`src/rtl/fetch_sequencer_pkg.sv`:
```
// Shared constants and state encoding for the fetch sequencer and its return-address stack.
package fetch_sequencer_pkg;

  localparam int PC_W    = 10;
  localparam int DEPTH   = 8;
  localparam int DEPTH_W = $clog2(DEPTH + 1);

  localparam logic [PC_W-1:0] IRQ_VECTOR = 10'h3F0;

  typedef enum logic [1:0] {
    RUN   = 2'd0,
    HALT  = 2'd1,
    FAULT = 2'd2
  } fsm_state_t;

endpackage

```
`src/rtl/fetch_sequencer_next_pc_sel.sv`:
```
// Next-PC mux: resolves jumps/branches, then lets call/return override the result.
module next_pc_sel
  import fetch_sequencer_pkg::*;
(
  input  logic            jmp,
  input  logic            jz,
  input  logic            jnz,
  input  logic            call,
  input  logic            ret,
  input  logic            reti,
  input  logic            zero,
  input  logic [PC_W-1:0] seq,
  input  logic [PC_W-1:0] target,
  input  logic [PC_W-1:0] pop_data,
  output logic [PC_W-1:0] next_pc,
  output logic [PC_W-1:0] branch_pc
);

  logic take_branch;

  // NOTE: combinational blocks use blocking '=' and assign every output a
  // default first, so the last assignment wins and no latch is inferred.
  always_comb begin
    take_branch = (jz & zero) | (jnz & ~zero);
    branch_pc   = seq;
    if (jz | jnz) begin
      branch_pc = take_branch ? target : seq;
    end else if (jmp) begin
      branch_pc = target;
    end

    next_pc = branch_pc;
    if (ret | reti) begin
      next_pc = pop_data;
    end else if (call) begin
      next_pc = target;
    end
  end

endmodule

```
`src/rtl/fetch_sequencer.sv`:
```
// Program-counter sequencer: PC register, return-stack depth tracking, interrupt
// entry/return and the RUN/HALT/FAULT state machine.
module fetch_sequencer
  import fetch_sequencer_pkg::*;
(
  input  logic               clk,
  input  logic               reset,
  input  logic               jmp,
  input  logic               jz,
  input  logic               jnz,
  input  logic               call,
  input  logic               ret,
  input  logic               reti,
  input  logic               halt,
  input  logic [PC_W-1:0]    target,
  input  logic               zero,
  input  logic               irq,
  input  logic [PC_W-1:0]    pop_data,
  output logic [PC_W-1:0]    pc,
  output logic               push,
  output logic [PC_W-1:0]    push_data,
  output logic               pop,
  output logic               irq_ack,
  output logic [DEPTH_W-1:0] depth,
  output logic               halted,
  output logic               fault
);

  fsm_state_t         state, state_d;
  logic               ie, ie_d;
  logic [PC_W-1:0]    pc_d, seq, next_pc, branch_pc, push_data_c;
  logic [DEPTH_W-1:0] depth_d;
  logic               push_c, pop_c, ack_c;
  logic               stack_full, stack_empty, irq_take;

  assign seq         = pc + PC_W'(1);
  assign stack_full  = (depth == DEPTH_W'(DEPTH));
  assign stack_empty = (depth == '0);
  assign irq_take    = irq & ie;

  next_pc_sel u_next_pc_sel (
    .jmp       (jmp),
    .jz        (jz),
    .jnz       (jnz),
    .call      (call),
    .ret       (ret),
    .reti      (reti),
    .zero      (zero),
    .seq       (seq),
    .target    (target),
    .pop_data  (pop_data),
    .next_pc   (next_pc),
    .branch_pc (branch_pc)
  );

  always_comb begin
    state_d     = state;
    pc_d        = pc;
    ie_d        = ie;
    depth_d     = depth;
    push_c      = 1'b0;
    pop_c       = 1'b0;
    ack_c       = 1'b0;
    push_data_c = seq;

    unique case (state)
      RUN: begin
        if (halt) begin
          state_d = HALT;
        end else if (ret | reti) begin
          if (stack_empty) begin
            state_d = FAULT;
          end else begin
            pop_c   = 1'b1;
            pc_d    = next_pc;
            depth_d = depth - DEPTH_W'(1);
            if (!ret) ie_d = 1'b1;
          end
        end else if (call) begin
          if (stack_full) begin
            state_d = FAULT;
          end else begin
            push_c  = 1'b1;
            pc_d    = next_pc;
            depth_d = depth + DEPTH_W'(1);
            if (target == IRQ_VECTOR) ie_d = 1'b1;
          end
        end else if (irq_take) begin
          if (stack_full) begin
            state_d = FAULT;
          end else begin
            // The interrupted instruction still completes: its resolved
            // destination is what reti must come back to.
            push_c      = 1'b1;
            push_data_c = branch_pc;
            ack_c       = 1'b1;
            pc_d        = IRQ_VECTOR;
            ie_d        = 1'b0;
            depth_d     = depth + DEPTH_W'(1);
          end
        end else begin
          pc_d = next_pc;
        end
      end

      HALT: begin
        if (irq_take) begin
          if (stack_full) begin
            state_d = FAULT;
          end else begin
            push_c  = 1'b1;
            ack_c   = 1'b1;
            pc_d    = IRQ_VECTOR;
            ie_d    = 1'b0;
            depth_d = depth + DEPTH_W'(1);
            state_d = RUN;
          end
        end
      end

      default: begin
        state_d = FAULT;
      end
    endcase
  end

  // Strobes are qualified by reset so an asserted reset kills a push/pop in
  // the same cycle instead of waiting for the registered state to clear.
  assign push      = push_c & reset;
  assign pop       = pop_c & reset;
  assign irq_ack   = ack_c & reset;
  assign push_data = push_data_c;

  // NOTE: sequential state uses non-blocking '<=' so every register samples
  // the pre-edge values of the others.
  always_ff @(posedge clk or negedge reset) begin
    if (!reset) begin
      state  <= RUN;
      pc     <= '0;
      ie     <= 1'b0;
      depth  <= '0;
      halted <= 1'b0;
      fault  <= 1'b0;
    end else begin
      state  <= state_d;
      pc     <= pc_d;
      ie     <= ie_d;
      depth  <= depth_d;
      halted <= (state_d == HALT);
      fault  <= (state_d == FAULT);
    end
  end

endmodule

```
`config.mk`:
```
export PLATFORM = sky130hd
export DESIGN_NAME = fetch_sequencer
export DESIGN_NICKNAME = d
export VERILOG_FILES = /design/src/rtl/fetch_sequencer_pkg.sv /design/src/rtl/fetch_sequencer_next_pc_sel.sv /design/src/rtl/fetch_sequencer.sv
export SDC_FILE = /design/constraint.sdc
export NUM_CORES = 1
export LEC_CHECK = 0
export ABC_AREA = 0
export CAP_MARGIN = 5
export CELL_PAD_IN_SITES_DETAIL_PLACEMENT = 0
export CELL_PAD_IN_SITES_GLOBAL_PLACEMENT = 2
export CORE_ASPECT_RATIO = 0.9
export CORE_MARGIN = 10
export CORE_UTILIZATION = 31
export CTS_BUF_LIST = sky130_fd_sc_hd__clkbuf_8
export DETAILED_ROUTE_END_ITERATION = 16
export GPL_TIMING_DRIVEN = 0
export PLACE_DENSITY_LB_ADDON = 0.1
export SLEW_MARGIN = 40
export SYNTH_ARGS = -nofsm -noshare
export SYNTH_HDL_FRONTEND = slang
export SYNTH_HIERARCHICAL = 1
export SYNTH_SLANG_ARGS = --single-unit
```
`constraint.sdc`:
```
create_clock -name clk -period 5.18 [get_ports clk]
set_input_delay 0.518 -clock clk [delete_from_list [all_inputs] [get_ports clk]]
set_output_delay 0.518 -clock clk [all_outputs]
set_load 0.02 [all_outputs]
```
**Word level (Yosys, flattened, before mapping)**

Cells that the tools add are included.
W data, S select, Z words.

- Bits of input ports: 31
- Bits in latches: 0
- Memory bits (writable): 0
- Logic and storage cells: 96
- Memory bits (read-only): 0
- Memories: 0
- Output and inout port bits: 29
- Bits in registers: 19

- Divide/modulo/power cells: 0
- $lt $le $gt $ge: 0
- Add/sub/neg operators: 3
- Reduce and logical (&&, ||, !) cells: 6
- Equal/unequal tests: 11
- Multipliers: 0
- Bitwise logic cells: 10
- Mux-type cells: 60
- Shifts and indexed selects: 0

Operators with widths:

| operator | count |
|---|---|
| $mux W10 | 19 |
| $mux W4 | 6 |
| $mux W1 | 21 |
| $pmux W10 S2 | 1 |
| $mux W2 | 8 |
| $add A10 B1 Y10 const B | 1 |
| $eq A10 B10 Y1 const B | 1 |
| $ne A4 B4 Y1 const B | 2 |
| $pmux W4 S2 | 1 |
| $and A1 B1 Y1 | 6 |
| $ne A3 B3 Y1 const B | 2 |
| $pmux W1 S2 | 3 |
| $reduce_and A6 Y1 | 1 |
| $reduce_and A5 Y1 | 1 |
| $add A4 B1 Y4 const B | 1 |
| $eq A2 B1 Y1 const B | 2 |
| $eq A4 B4 Y1 const B | 1 |
| $logic_not A4 Y1 | 1 |
| $ne A2 B2 Y1 const B | 2 |
| $pmux W2 S2 | 1 |
| $sub A4 B1 Y4 const B | 1 |
| $or A1 B1 Y1 | 3 |
| $reduce_and A3 Y1 | 1 |
| $eq A2 B2 Y1 const B | 1 |
| other kinds (3) | 3 |

**Longest topological paths before layout**

- Word-level depth: 12
- Gate-level depth with buffers: 10

**Hierarchy**

The synthesis kept the hierarchy.

By module, submodules not included:

| module | cells an instance | times used | area an instance (µm²) |
|---|---|---|---|
| fetch_sequencer | 179 | 1 | 1536.5 |
| next_pc_sel | 112 | 1 | 738.2 |

**Worst setup path after synthesis**

No wires, ideal clock.

- Path type: register to output
- From: reg pc[2]
- To: out push_data[7]
- Slack: 2.600 ns
- Arrival: 2.062 ns
- Buffers on the path: 0
- Cell stages (with the launch flop): 9
- Cells stage by stage: dfrtp_1 nand3_1 nor2_1 nand3_1 xnor2_1 nor2b_1 a2111oi_1 a211oi_1 mux2_4

- Cells in the longest elaborated chain, start to end: 9
- Elaborated cells on any way between the ends: 10
- Those cells by class: add/sub (1); mux (9)

RTL lines:

| element | RTL line | RTL |
|---|---|---|
| from (decl) | fetch_sequencer.sv:19 | `output logic [PC_W-1:0] pc,` |
| from (signal assigned) | fetch_sequencer.sv:146 | `pc <= pc_d;` |
| $add A10 B1 Y10 * | fetch_sequencer.sv:36 | `assign seq = pc + PC_W'(1);` |
| net seq[7] | fetch_sequencer.sv:31 | `logic [PC_W-1:0] pc_d, seq, next_pc, branch_pc, push_data_c;` |
| $mux W10 (on tied branches) | fetch_sequencer_next_pc_sel.sv:28, fetch_sequencer_next_pc_sel.sv:27 |  |
| $mux W10 * | fetch_sequencer_next_pc_sel.sv:26 | `if (jz \| jnz) begin` |
| net branch_pc[7] | fetch_sequencer.sv:31 |  |
| $mux W10 * | fetch_sequencer.sv:89 | `if (stack_full) begin` |
| $mux W10 * | fetch_sequencer.sv:88 | `end else if (irq_take) begin` |
| $mux W10 * | fetch_sequencer.sv:79 | `end else if (call) begin` |
| $mux W10 * | fetch_sequencer.sv:70 | `end else if (ret \| reti) begin` |
| $mux W10 * | fetch_sequencer.sv:68 | `if (halt) begin` |
| $mux W10 * | fetch_sequencer.sv:66 | `unique case (state)` |
| to (decl) | fetch_sequencer.sv:21 | `output logic [PC_W-1:0] push_data,` |

The timed path passes the listed nets; every way through them passes the cells marked *.

**Final worst setup path**

- From: reg pc[3]
- To: out push_data[9]

Same word-level chain as after synthesis.

==> reports/qor.yml <==
route:
  viasPerCell: 5.65
  drc: 0
  firstDrtPassIters: 5
  vias: 2525
  routed_wl_um: 8600
  drtIter0Drc: 154
  ant_nets: 0
  wl_per_cell_um: 19.2
critical_path:
  cp_max_fo: 5
  cp_slowest_stage_delay_ns: 0.54
  crit_family: "simple AND/OR/NAND/NOR gates"
  critPathBufInv: 1
  required_ns: 4.66
  reg2regPathDepth: 10
  startpoint: "pc[3]"
  cp_data_arrival_time_ns: 3.03
  r2r-end: "pc[9]"
  ff2ff_setup_slack_ns: 2.78
  path_cells: "nand3_1 -> nor2_1 -> and4_1 -> xor2_1 -> nor2b_1 -> a2111oi_1 -> a211oi_1 -> mux2_2 -> clkdlybuf4s50_1"
  worstSetupStartpointType: "flop"
  cp_slowest_cell: "clkdlybuf4s50_1"
  crit_type: "reg -> out"
  crit_path_end_kind: "primary output"
  r2r-start: "pc[3]"
timing:
  worst_pin_slew_ns: 0.642
  relSlewSlack: 0.572
  period_share: 0.685
  slew_violations: 0
  max_freq_ghz: 0.282
  hold_violations: 0
  min_period_ns: 3.55
  fin_setup_tns_ns: 0
  finClkSkew_ns: 0.00591
  rsz0062_at_grt: "false"
  fin_ws_ns: 1.63
  setup_viol: 0
cells_and_area:
  area_delta_synth_final_pct: 32.9
  drive_gt1_frac: 0.119
  final_common_cell: "clkdlybuf4s50_1"
  nNetsFinal: 389
  layout_common_cells: "clkdlybuf4s50_1, nand2_1, nor2_1, o21ai_0, dfrtp_1"
  diodes: 0
  fin_util: 0.425
floorplan:
  rows: 29
  die_w_um: 110
  core_um2: 7110
  die_area_um2: 11200
  die_h_um: 101
  pin_count: 60
  start_util: 0.320
synthesis:
  yosysWarnings: 6
  async_flop_share: 1.00
  ys_ff_latch: 19
  synth.area.top_cells: "dfrtp_1, nand2_1, nor2_1"
  netlist.area_leader.share: 0.209
  syn_avg_cell_area_um2: 7.82
  postSynth.topFlopCell: "dfrtp_1"
  synth_edf_count: 0
  synth_area_um2: 2270
  yosysTopAreaCell: "dfrtp_1"
  synth.distinct_cells: 55
  synth_nets: 325
  synthCells: 291
  synth_seq_area_share: 0.209
clock_tree:
  path_clk_slew_ns: 0.08
  cts_hold_buf: 0
  cts_resized: 0
  worstSkewPairLatency_ns: 0.26
  cts.sinks: 19
  cts_max_path_buffers: 2
  cts_tree: "done"
  htree_num_levels: 1
  clock-root-buffer: "clkbuf_8"
  numCtsBuffers: 3
  postCtsSetupBuffers: 0
placement:
  numPortBuffers: 59
  dpl.hpwl_um: 6540
  gpl.final_weighted_congestion: 0.824
  place_ws_ns: 1.76
outcome:
  status: "finished, final reports clean"
power_and_ir_drop:
  total_leakage_power_uw: 0.00113
  ir_worst_vdd_mv: 0.195
  powerDensity_nw_per_um2: 426
job:
  cap_viol_max_count: 0
global_routing:
  antenna_found_initial: 0
  grtUsageTotal: 0.151
  grt_pass1_wl_um: 13600
  grt_overflow: 0
  grt_pass1_vias: 2506
  grt_max_degree: 23
hold_path:
  hold_path_class: "in -> async"
[synthesized netlist by cell type (2+ instances only)]
master / instances
buf_6: 2
buf_4: 5
xor2_1: 4
nor2_1: 31
nor2b_1: 11
nand2_1: 37
a2111oi_1: 9
a211oi_1: 11
nand3_1: 7
mux2_2: 2
dfrtp_1: 19
a2111o_1: 9
ha_1: 3
and2_1: 2
a221o_1: 2
inv_1: 3
mux2_4: 7
buf_2: 10
nor3_1: 2
clkbuf_2: 2
o22ai_1: 11
clkbuf_1: 7
and3b_1: 4
o31ai_1: 6
o21ai_0: 20
nand2b_1: 3
a21oi_1: 5
xnor2_1: 5
o32ai_1: 9
o21a_1: 3
a31oi_1: 16
[power by group]
group	internal [uW]	leakage [uW]	total (uW)	switching, uW
Combinational	417	0.000882	889	473
Sequential	214	0.000225	289	75.4
Clock	53.6	0.0000255	108	54.8
Total	684	0.00113	1290	603
[sequential cells by signal, summed over array words and instances, names as in the netlist]
signal  cells
pc         10
state       2
fault       1
ie          1
depth       4
halted      1
[final cells by class]
type	instances	area, um2
Clock inverter	1	5.00
Inverter	3	11.3
Fill cell	764	4090
Buffer	26	146
Multi-Input combinational cell	243	1640
Sequential cell	19	475
Tap cell	93	116
Clock buffer	3	41.3
Timing Repair Buffer	59	586
[worst reg2reg max path, stage by stage (launching register included)]
cell,delay (ns)
dfrtp_1,0.47
nand3_1,0.17
nor2_1,0.19
and4_1,0.26
xor2_1,0.30
nor2b_1,0.18
a2111oi_1,0.08
a2111o_1,0.39
a31oi_1,0.16
nand2_1,0.06
o21ai_0,0.07
[worst max-delay path by stage]
stage	end	slack, ns	depth (start not counted)
after floorplan	push_data[7]	2.60	8
final	push_data[9]	1.63	9
after detailed placement	irq_ack	1.76	9
after global placement	irq_ack	1.74	9
after CTS	push_data[9]	1.65	9
after global routing	push_data[9]	1.41	9
[stage by stage]
step | hold WS, ns | total power [uW] | instance area (um2) | std cells
after floorplan | 0.222 | 835 | 2270 | 291
after global placement | 0.509 | 1190 | 2980 | 443
after detailed placement | 0.500 | 1180 | 2980 | 443
after CTS | 0.237 | 1300 | 3020 | 447
after global routing | 0.242 | 1390 | 3020 | 447
final | 0.210 | 1290 | 3020 | 447
[per-layer routing]
metal / up-vias / part of all wire / track usage
met2: 100 / 0.41 / 0.210
met5: - / 0 / 0
li1: 1241 / - / -
met4: 0 / 0.010 / 0.0316
met3: 11 / 0.083 / 0.0362
met1: 1173 / 0.50 / 0.227
[kinds of logic after synthesis]
family,Yosys count,synth area share
AO/OA/AOI/OAI,108,0.353
flip-flops,19,0.209
XOR/XNOR,9,0.0347
AND/OR/NAND/NOR,114,0.262
buffers and inverters,29,0.0693
adder cells (fa/ha/maj),3,0.0165
multiplexers,9,0.0561
(Power assumes the default switching activity.)
